==> config.mk <==
export PLATFORM = sky130hd
export DESIGN_NAME = add8u_shared_arbiter
export DESIGN_NICKNAME = d
export VERILOG_FILES = /design/src/rtl/add8u_shared_arbiter.sv
export SDC_FILE = /design/constraint.sdc
export NUM_CORES = 1
export LEC_CHECK = 0
export BUFFER_PORTS_ARGS = -buffer_cell sky130_fd_sc_hd__buf_2
export CAP_MARGIN = 20
export CORE_AREA = 4 4 65 112
export DETAILED_ROUTE_END_ITERATION = 10
export DIE_AREA = 0 0 69 116
export PLACE_DENSITY = 0.6
export SLEW_MARGIN = 20
export SYNTH_ARGS = -nofsm -noshare
export SYNTH_HDL_FRONTEND = slang
export SYNTH_SLANG_ARGS = --single-unit
==> constraint.sdc <==
create_clock -name clk -period 4.95 [get_ports clk]
set_clock_uncertainty 0.2 [all_clocks]
set_input_delay 0.99 -clock clk [delete_from_list [all_inputs] [get_ports clk]]
set_output_delay 0.99 -clock clk [all_outputs]
set_load 0.05 [all_outputs]
==> src/rtl/add8u_shared_arbiter.sv <==
// Round-robin arbiter that lets NREQ valid/ready requesters share one
// approximate 8-bit adder, with a single registered result stage.
module add8u_shared_arbiter #(
  parameter int NREQ = 4,
  parameter int IDW  = 2
) (
  input  logic              clk,
  input  logic              rst,
  input  logic [NREQ-1:0]   req_valid,
  input  logic [8*NREQ-1:0] req_a,
  input  logic [8*NREQ-1:0] req_b,
  output logic [NREQ-1:0]   req_ready,
  output logic              res_valid,
  output logic [8:0]        res_data,
  output logic [IDW-1:0]    res_id,
  input  logic              res_ready,
  output logic [15:0]       busy_cnt
);

  logic [IDW-1:0] ptr;
  logic [IDW-1:0] gnt_idx;
  logic           gnt_any;
  logic [IDW:0]   cand;
  logic           can_accept;
  logic           xfer;
  logic [7:0]     a_sel;
  logic [7:0]     b_sel;
  logic [6:0]     hi_sum;
  logic [8:0]     add_out;

  assign can_accept = !res_valid || res_ready;

  // First valid requester at or after ptr, wrapping modulo NREQ.
  always_comb begin
    gnt_any = 1'b0;
    gnt_idx = '0;
    cand    = '0;
    for (int k = 0; k < NREQ; k++) begin
      cand = {1'b0, ptr} + (IDW+1)'(k);
      if (cand >= (IDW+1)'(NREQ))
        cand = cand - (IDW+1)'(NREQ);
      if (!gnt_any && req_valid[cand[IDW-1:0]]) begin
        gnt_any = 1'b1;
        gnt_idx = cand[IDW-1:0];
      end
    end
  end

  assign xfer = gnt_any && can_accept && !rst;

  always_comb begin
    req_ready = '0;
    for (int i = 0; i < NREQ; i++)
      req_ready[i] = xfer && (gnt_idx == IDW'(i));
  end

  assign a_sel = req_a[{gnt_idx, 3'b000} +: 8];
  assign b_sel = req_b[{gnt_idx, 3'b000} +: 8];

  // Approximate adder: low two bits bypass, A[1] feeds the carry-in.
  assign hi_sum  = 7'(a_sel[7:2]) + 7'(b_sel[7:2]) + 7'(a_sel[1]);
  assign add_out = {hi_sum, b_sel[1:0]};

  always_ff @(posedge clk) begin
    if (rst) begin
      res_valid <= 1'b0;
      res_data  <= '0;
      res_id    <= '0;
      ptr       <= '0;
      busy_cnt  <= '0;
    end else begin
      if (xfer) begin
        res_valid <= 1'b1;
        res_data  <= add_out;
        res_id    <= gnt_idx;
        if (gnt_idx == IDW'(NREQ-1))
          ptr <= '0;
        else
          ptr <= gnt_idx + 1'b1;
      end else if (res_ready) begin
        res_valid <= 1'b0;
      end
      if ((|req_valid) && !xfer && (busy_cnt != 16'hFFFF))
        busy_cnt <= busy_cnt + 16'd1;
    end
  end

endmodule
# Word level (Yosys, flattened, before mapping)

Cells that the tools add are included.
Widths: inputs -> output; s select.

Reductions and logical operators: 21
Shifts and indexed selects: 2
Multiplexer cells: 23
Equality and inequality tests: 4
$add $sub $neg: 11
Magnitude comparators: 8

Operator list:

| operator              | number |
|---|---|
| $shiftx 32x6->8       | 2 |
| $mux 2                | 9 |
| $add 16x1->16 const B | 1 |
| $ne 16x16->1 const B  | 1 |
| $lt 2x3->1 const B    | 4 |
| $logic_and 1x1->1     | 11 |
| $mux 1                | 10 |
| $ge 3x3->1 const B    | 3 |
| $bmux 1 s2            | 4 |
| $sub 2x1->2 const B   | 4 |
| $add 6x6->7           | 1 |
| $add 7x1->7           | 1 |
| $add 2x2->3 const B   | 2 |
| $logic_not 1->1       | 6 |
| $eq 2x2->1 const B    | 2 |
| $reduce_or 4->1       | 1 |
| $add 2x1->3 const B   | 1 |
| $ge 2x3->1 const B    | 1 |
| $add 2x1->2 const B   | 1 |
| $eq 2x1->1 const B    | 1 |
| $logic_not 2->1       | 1 |
| $reduce_bool 2->1     | 1 |
| $logic_or 1x1->1      | 1 |

Output and inout bits: 32
Input bits: 71
Flip-flop bits (word level): 30

# Longest topological paths before layout

Gate-level depths: netlist (run 1).

Depth in word-level cells: 19
Gate-level depth with buffers: 14

# Least setup slack after synthesis (run 1)

Ideal clock, no wire load.

Kind: in2reg
Start: input req_valid[0]
End: register res_data[6]
Data required time: 4634 ps
Stages: 14
Library setup time: 116 ps
Arrival: 3507 ps
Path slack: 1127 ps
Path through: a21oi_2 > o21ai_2 > o2bb2a_4 > buf_6 > buf_6 > mux2i_1 > mux2_2 > fa_1 > fa_1 > nor2b_1 > o21ai_0 > a21oi_1 > nor3_1 > a31o_2

Word-level cells in the longest chain between the ends: 15
Elaborated cells between the ends (all ways): 28

Ends and longest elaborated chain:

| what                               | RTL line | text |
|---|---|---|
| from (decl)                        | 9        | `input logic [NREQ-1:0] req_valid,` |
| $bmux 1 s2                         | 42       | `if (!gnt_any && req_valid[cand[IDW-1:0]]) begin` |
| $mux 1 (not written as such)       | 42       |  |
| $mux 1                             | 42       |  |
| $logic_not 1->1                    | 42       |  |
| $logic_and 1x1->1                  | 42       |  |
| $mux 1                             | 42       |  |
| $logic_not 1->1                    | 42       |  |
| $logic_and 1x1->1                  | 42       |  |
| $mux 1                             | 42       |  |
| $logic_not 1->1                    | 42       |  |
| $logic_and 1x1->1                  | 42       |  |
| $mux 2                             | 42       |  |
| $shiftx 32x6->8 (on tied branches) | 57, 58   |  |
| $add 6x6->7                        | 61       | `assign hi_sum = 7'(a_sel[7:2]) + 7'(b_sel[7:2]) + 7'(a_sel[1]);` |
| $add 7x1->7                        | 61       |  |
| to (signal assigned)               | 74       | `res_data <= add_out;` |
| to (decl)                          | 14       | `output logic [8:0] res_data,` |

Parallel ways exist; a longest one is shown, timed or not. The select of a mux whose other input is x is not followed.
A chain may end at the register's enable or synchronous reset.

# Worst setup path after layout (run 1)

Start: input req_valid[0]
End: output req_ready[0]

Word-level cells in the longest chain between the ends: 15
Elaborated cells between the ends (all ways): 26

Ends and longest elaborated chain:

| what                           | RTL line | text |
|---|---|---|
| $bmux 1 s2                     | 42       |  |
| $mux 1 (not written as such)   | 42       |  |
| $mux 1                         | 42       |  |
| $logic_not 1->1                | 42       |  |
| $logic_and 1x1->1              | 42       |  |
| $mux 1                         | 42       |  |
| $logic_not 1->1                | 42       |  |
| $logic_and 1x1->1              | 42       |  |
| $mux 1                         | 42       |  |
| $logic_not 1->1                | 42       |  |
| $logic_and 1x1->1              | 42       |  |
| $mux 1                         | 42       |  |
| $logic_and 1x1->1 (2 in a row) | 49       | `assign xfer = gnt_any && can_accept && !rst;` |
| $logic_and 1x1->1 (*)          | 54       | `req_ready[i] = xfer && (gnt_idx == IDW'(i));` |
| to (decl)                      | 12       | `output logic [NREQ-1:0] req_ready,` |

Every way passes the cells marked *; elsewhere a longest branch is shown, timed or not. The select of a mux whose other input is x is not followed.

==> reports/qor.txt, run 1 <==
Worst setup EP type: primary output
Num rows: 39
Final setup fails: 0
Pwr per Cell Area: 349 mW/mm^2
Drt pass-1 iters: 4
Hold EP: res_id[0]
Pleak: 0.00131 uW
CP Buf/Inv Count: 4
Area of the core: 0.00644 sq mm
IO buf count: 98
Final Routed Wirelength: 5470 um
CP dominant cell by count: buf_2
Sequential share of the synthesized area: 0.273
Pin count of the biggest net entering global routing: 29
Area grow syn2layout: 32.0%
Ys Warns: 0
Hold path depth: 2
Layout cells sized above 1: 0.382
End of the worst register-to-register path: res_data[6]
Max stage delay cell, worst path: a311oi_4
CP max FO: 16
Nets@finish: 417
R2R Path Start: ptr[1]
Post-CTS Hold Fix Bufs: 0
Commonest non-fill, non-tap cell in the layout: buf_2
Max Slew Vio Count: 0
R2r worst-path depth: 11
Critical Path Start Type: input pin
Ranking of synthesized cells by area: dfxtp_1 27%, mux2i_1 17%, ha_1 5.7%
Die W: 69 um
Root buffer selected by CTS: clkbuf_16
Vias in the first global route: 2073
Clock-pin slew on the worst setup and hold paths: 0.05 ns
Initial antenna violation count: 0
Final min period: 3.99 ns
Ports: 103
Synthesized area: 0.00220 sq mm
DR WL/cell: 13.1 um
Fin area: 0.00290 sq mm
1st-iter DRT viols: 84
First-pass GRT wire length: 9100 um
Setup CP Type: in -> out
Total global routing overflow: 0
Clock insertion delay at the later pin of the skew report: 0.27 ns
Final hold viol count: 0
CP delay by family, top: buffers and inverters
Fmax: 251 MHz
Post-synth EDFFs: 0
Top_reg_cell synth: dfxtp_1
Clock sink count: 30
GRT Overall Usage: 0.136
Post_cts resized: 0
Postcts setup bufs: 0
CTS Buf Count: 5
R2R setup slack: 1.37 ns
Synthesized net count: 321
Final ANT Viol Nets: 0
GP Congestion: 0.704
Die Ht: 116 um
Synth area leader: dfxtp_1
Setup TNS: 0 ns
Peak ir drop on the vdd network: 0.000138 V
Most frequent cells in the layout: 98 x buf_2, 38 x mux2i_1, 30 x dfxtp_1, 18 x nor2_1
Placed Area: 0.00275 sq mm
Async set-or-reset flop fraction in the synthesized netlist: 0
DR vias: 2092
Total power: 1010 uW
Area of the die: 0.00800 sq mm
Mean Syn Cell Area: 9.24 sq um
Clock buffer depth: 2
CTS tree: built
Post-synthesis cell count: 238
Worst path max stage delay: 0.44 ns
Synth Register Bits: 30
Tcrit/Tclk final: 0.806
Synth cell types: 46
Starting Density: 0.341
DRC violations left: 0
Outcome: completed
Vias/cell: 5.02
Worst slew pin tran: 0.795 ns
Max-Cap Viols: 0
Max-Slew Margin vs Limit: 0.466
Post-synth top area share: 0.273
CP Cell Sequence: buf_2 > mux2i_1 > nor2_1 > a311oi_4 > buf_4 > inv_1 > ha_1 > and2_1 > buf_2
Hpwl dp: 4400 um
N_diodes: 0
CP arrival: 2.80 ns
Min-Delay Path Class: reg -> reg
Max H-tree Level: 2
Critical Path RT: 3.76 ns
Hold_sp: res_id[0]
RSZ-0062 raised after global routing: no
-- worst reg2reg max path: cells and delay by family, from the launching register on --
family / cells / cell delay, ns
compound gates: 4 / 0.97
fa+ha+maj: 2 / 0.89
flops: 1 / 0.49
mux: 2 / 0.65
simple gates: 3 / 0.28
-- final cells by class --
type | instances | area, sq um
sequential | 30 | 601
tap | 82 | 103
timing repair buffer | 101 | 513
clock buffer | 7 | 143
multi-input combinational | 188 | 1510
inverter | 8 | 30.0
clock inverter | 1 | 5.00
fill | 695 | 3540
-- kinds of logic after synthesis --
group	share of synthesized area
flip-flops	0.273
XOR/XNOR	0.0558
AO/OA/AOI/OAI	0.110
AND/OR/NAND/NOR	0.208
multiplexers	0.229
buffers and inverters	0.0489
adder cells (fa/ha/maj)	0.0751
-- power by group --
group | switching (uW) | total, uW | internal [uW] | leakage (uW)
Clock | 104 | 303 | 199 | 0.0000739
Sequential | 18.4 | 287 | 268 | 0.000246
Combinational | 250 | 423 | 173 | 0.000995
-- layer usage --
layer | vias up | track usage | part of all wire
met3 | 6 | 0.0295 | 0.064
met5 | - | 0 | 0
met2 | 62 | 0.274 | 0.57
met4 | 0 | 0.0430 | 0.013
li1 | 1053 | - | -
met1 | 971 | 0.136 | 0.36
-- sequential cells by signal, indices dropped and copies added (netlist names) --
name	flops
ptr	2
res_valid	1
res_id	2
res_data	9
busy_cnt	16
-- Yosys cell counts, drive strengths merged, types with 3 or more instances --
| cell type | number |
|---|---|
| nor2b | 5 |
| nor3 | 9 |
| nor3b | 3 |
| o21ai | 8 |
| clkbuf | 4 |
| nor4 | 3 |
| mux2 | 7 |
| a21oi | 11 |
| nand3 | 10 |
| ha | 10 |
| and2 | 5 |
| inv | 7 |
| mux2i | 38 |
| xnor2 | 14 |
| a211oi | 5 |
| buf | 8 |
| dfxtp | 30 |
| nor2 | 18 |
| nand4 | 3 |
| nand2 | 14 |
-- worst max-delay path by stage --
| stage | slack, ns | startpoint | to | depth (start not counted) |
|---|---|---|---|---|
| global route | 0.82 | req_valid[0] | req_ready[0] | 9 |
| floorplan | 1.13 | req_valid[0] | res_data[6] | 14 |
| global placement | 0.81 | req_valid[0] | res_data[6] | 12 |
| finish | 0.96 | req_valid[0] | req_ready[0] | 9 |
| CTS | 0.93 | req_valid[0] | req_ready[0] | 9 |
| detailed placement | 0.77 | req_valid[0] | res_data[6] | 12 |
-- stage by stage --
stage               std cells  hold slack (ns)   util  setup slack, ns
finish                    417            0.253  0.450            0.961
global placement          409            0.239  0.428            0.808
detailed placement        409            0.246  0.428            0.774
global route              417            0.268  0.450            0.824
floorplan                 238            0.314      -             1.13
CTS                       417            0.255  0.450            0.926
(Power assumes the default switching activity.)
==> run 2, diff against run 1 <==
PLACE_DENSITY = 0.62   (was 0.6)
clock period = 3.3 ns   (was 4.95 ns; I/O delays follow)
==> reports/qor.txt, run 2 (synthesis results as in run 1) <==
Worst path max stage delay: 0.42 ns
1st-iter DRT viols: 88
GP Congestion: 0.759
Hold EP: res_id[0]
NetSw: 581 uW
IO buf count: 98
Net Sw Frac: 0.356
Critical Path Start Type: input pin
Max stage delay cell, worst path: fa_2
Clock insertion delay at the later pin of the skew report: 0.27 ns
Max H-tree Level: 2
Regs by FF count: busy_cnt: 16 flops, res_data: 9 flops
Final min period: 3.22 ns
Max FFs per register: 16
CTS Buf Count: 5
Pint: 1050 uW
Fmax: 310 MHz
Total global routing overflow: 0
R2R setup slack: 0.14 ns
R2R Path Start: ptr[1]
DRC violations left: 0
Total power: 1630 uW
CP dominant cell by count: fa_2
Max Slew Vio Count: 0
Top reg by flops: busy_cnt
Post-CTS Hold Fix Bufs: 0
Final setup fails: 0
Worst setup EP type: flop
Non-Filler Instances: 430
Vias/cell: 4.97
Worst slew pin tran: 0.768 ns
CP arrival: 3.19 ns
Die W: 69 um
Hpwl dp: 4540 um
Outcome: completed
Flop pwr share: 0.264
GRT met1 Usage: 0.134
Max-Slew Margin vs Limit: 0.484
Comb pwr share: 0.433
First-pass GRT wire length: 9340 um
Storage cell area: 602 sq um
Clock power share: 0.303
Footprint of the multi-input gates: 0.00154 sq mm
Hold_sp: res_id[0]
Ports: 103
End of the worst register-to-register path: res_data[6]
Pleak: 0.00140 uW
Num rows: 39
Tcrit/Tclk final: 0.977
GRT Overall Usage: 0.142
N_diodes: 0
Pwr per Cell Area: 534 mW/mm^2
Most frequent cells in the layout: 99 x buf_2, 38 x mux2i_1, 29 x dfxtp_1, 18 x nor2_1
Area grow syn2layout: 39.3%
FILL cells: 687
DR WL/cell: 13.2 um
Cells after DPL: 419
Vias in the first global route: 2153
Critical Path RT: 3.26 ns
CTS tree: built
Starting Density: 0.341
Area of the die: 0.00800 sq mm
R2r worst-path depth: 12
Root buffer selected by CTS: clkbuf_16
Die Ht: 116 um
Hold path depth: 2
Met2 Resource Use GR: 0.283
Min-Delay Path Class: reg -> reg
Nets@finish: 430
Pin count of the biggest net entering global routing: 28
Final hold viol count: 0
Met3 usage: 0.0382
Setup CP Type: in -> reg
Final ANT Viol Nets: 0
Final Routed Wirelength: 5660 um
CP delay by family, top: adder cells
CP max FO: 5
Clock-pin slew on the worst setup and hold paths: 0.05 ns
Most used routing layer: met2
Clock buffer depth: 2
Clock sink count: 30
Drt pass-1 iters: 4
CP Buf/Inv Count: 2
Max-Cap Viols: 0
Placement Setup Slack: -0.222 ns
PnR worst setup slack: 0.0763 ns
Peak ir drop on the vdd network: 0.000261 V
Initial antenna violation count: 0
Area of the core: 0.00644 sq mm
Layout cells sized above 1: 0.428
DR vias: 2138
CP Cell Sequence: buf_2 > mux2i_1 > nor2_1 > a311oi_4 > buf_6 > mux2_4 > fa_2 > fa_2 > nor2b_2 > o21ai_2 > a21oi_2 > nor3_2 > a31o_2
Commonest non-fill, non-tap cell in the layout: buf_2
run 2: final cells by class:
cell class                      instances  area share
Sequential cell                        30       0.196
Multi-Input combinational cell        188       0.502
Timing Repair Buffer                  114       0.203
Tap cell                               82      0.0335
Clock buffer                            8      0.0543
Inverter                                8     0.00980
run 2: layer usage:
metal,routed length [um],share of wire
met4,111,0.020
met3,376,0.066
met5,0,0
met2,3200,0.57
met1,1970,0.35
run 2: per-stage QoR:
stage                     hold WS, ns   util  area (sq um)  TNS, ns
after floorplan                 0.314      -          2220  -0.0301
after global placement          0.236  0.441          2840   -0.253
after detailed placement        0.245  0.441          2840   -0.435
after CTS                       0.264  0.467          3010        0
after global routing            0.288  0.476          3060  -0.0186
final                           0.263  0.476          3060        0
run 2: power groups by stage:
stage / Combinational [uW] / Sequential (uW) / Clock [uW]
after floorplan: 394 / 554 / 0
after global placement: 666 / 435 / 0
after detailed placement: 679 / 436 / 0
after CTS: 680 / 430 / 506
after global routing: 785 / 436 / 515
final: 708 / 431 / 495
run 2: worst max path at each step:
stage | startpoint | endpoint | slack (ns) | cells past startpoint
6_report | req_valid[0] | res_data[6] | 0.08 | 13
5_1_grt | req_valid[0] | res_data[6] | -0.02 | 13
4_1_cts | req_valid[0] | req_ready[0] | 0.006 | 10
3_5_place_dp | req_valid[0] | res_data[6] | -0.22 | 12
3_3_place_gp | req_valid[0] | res_data[6] | -0.15 | 12
2_1_floorplan | req_valid[0] | res_data[6] | -0.03 | 14
run 2: worst reg2reg max path: cells and delay by family, from the launching register on:
family,cells,cell delay [ns]
adder cells (fa/ha/maj),2,0.79
AO/OA/AOI/OAI,4,0.71
multiplexers,2,0.52
flip-flops,1,0.39
AND/OR/NAND/NOR,3,0.28
buffers and inverters,1,0.16
run 2: timing repair:
action / in CTS / in global routing
endpoints found under the setup margin: 0 / 5
setup buffers: 0 / 2
gates resized for setup: 0 / 10
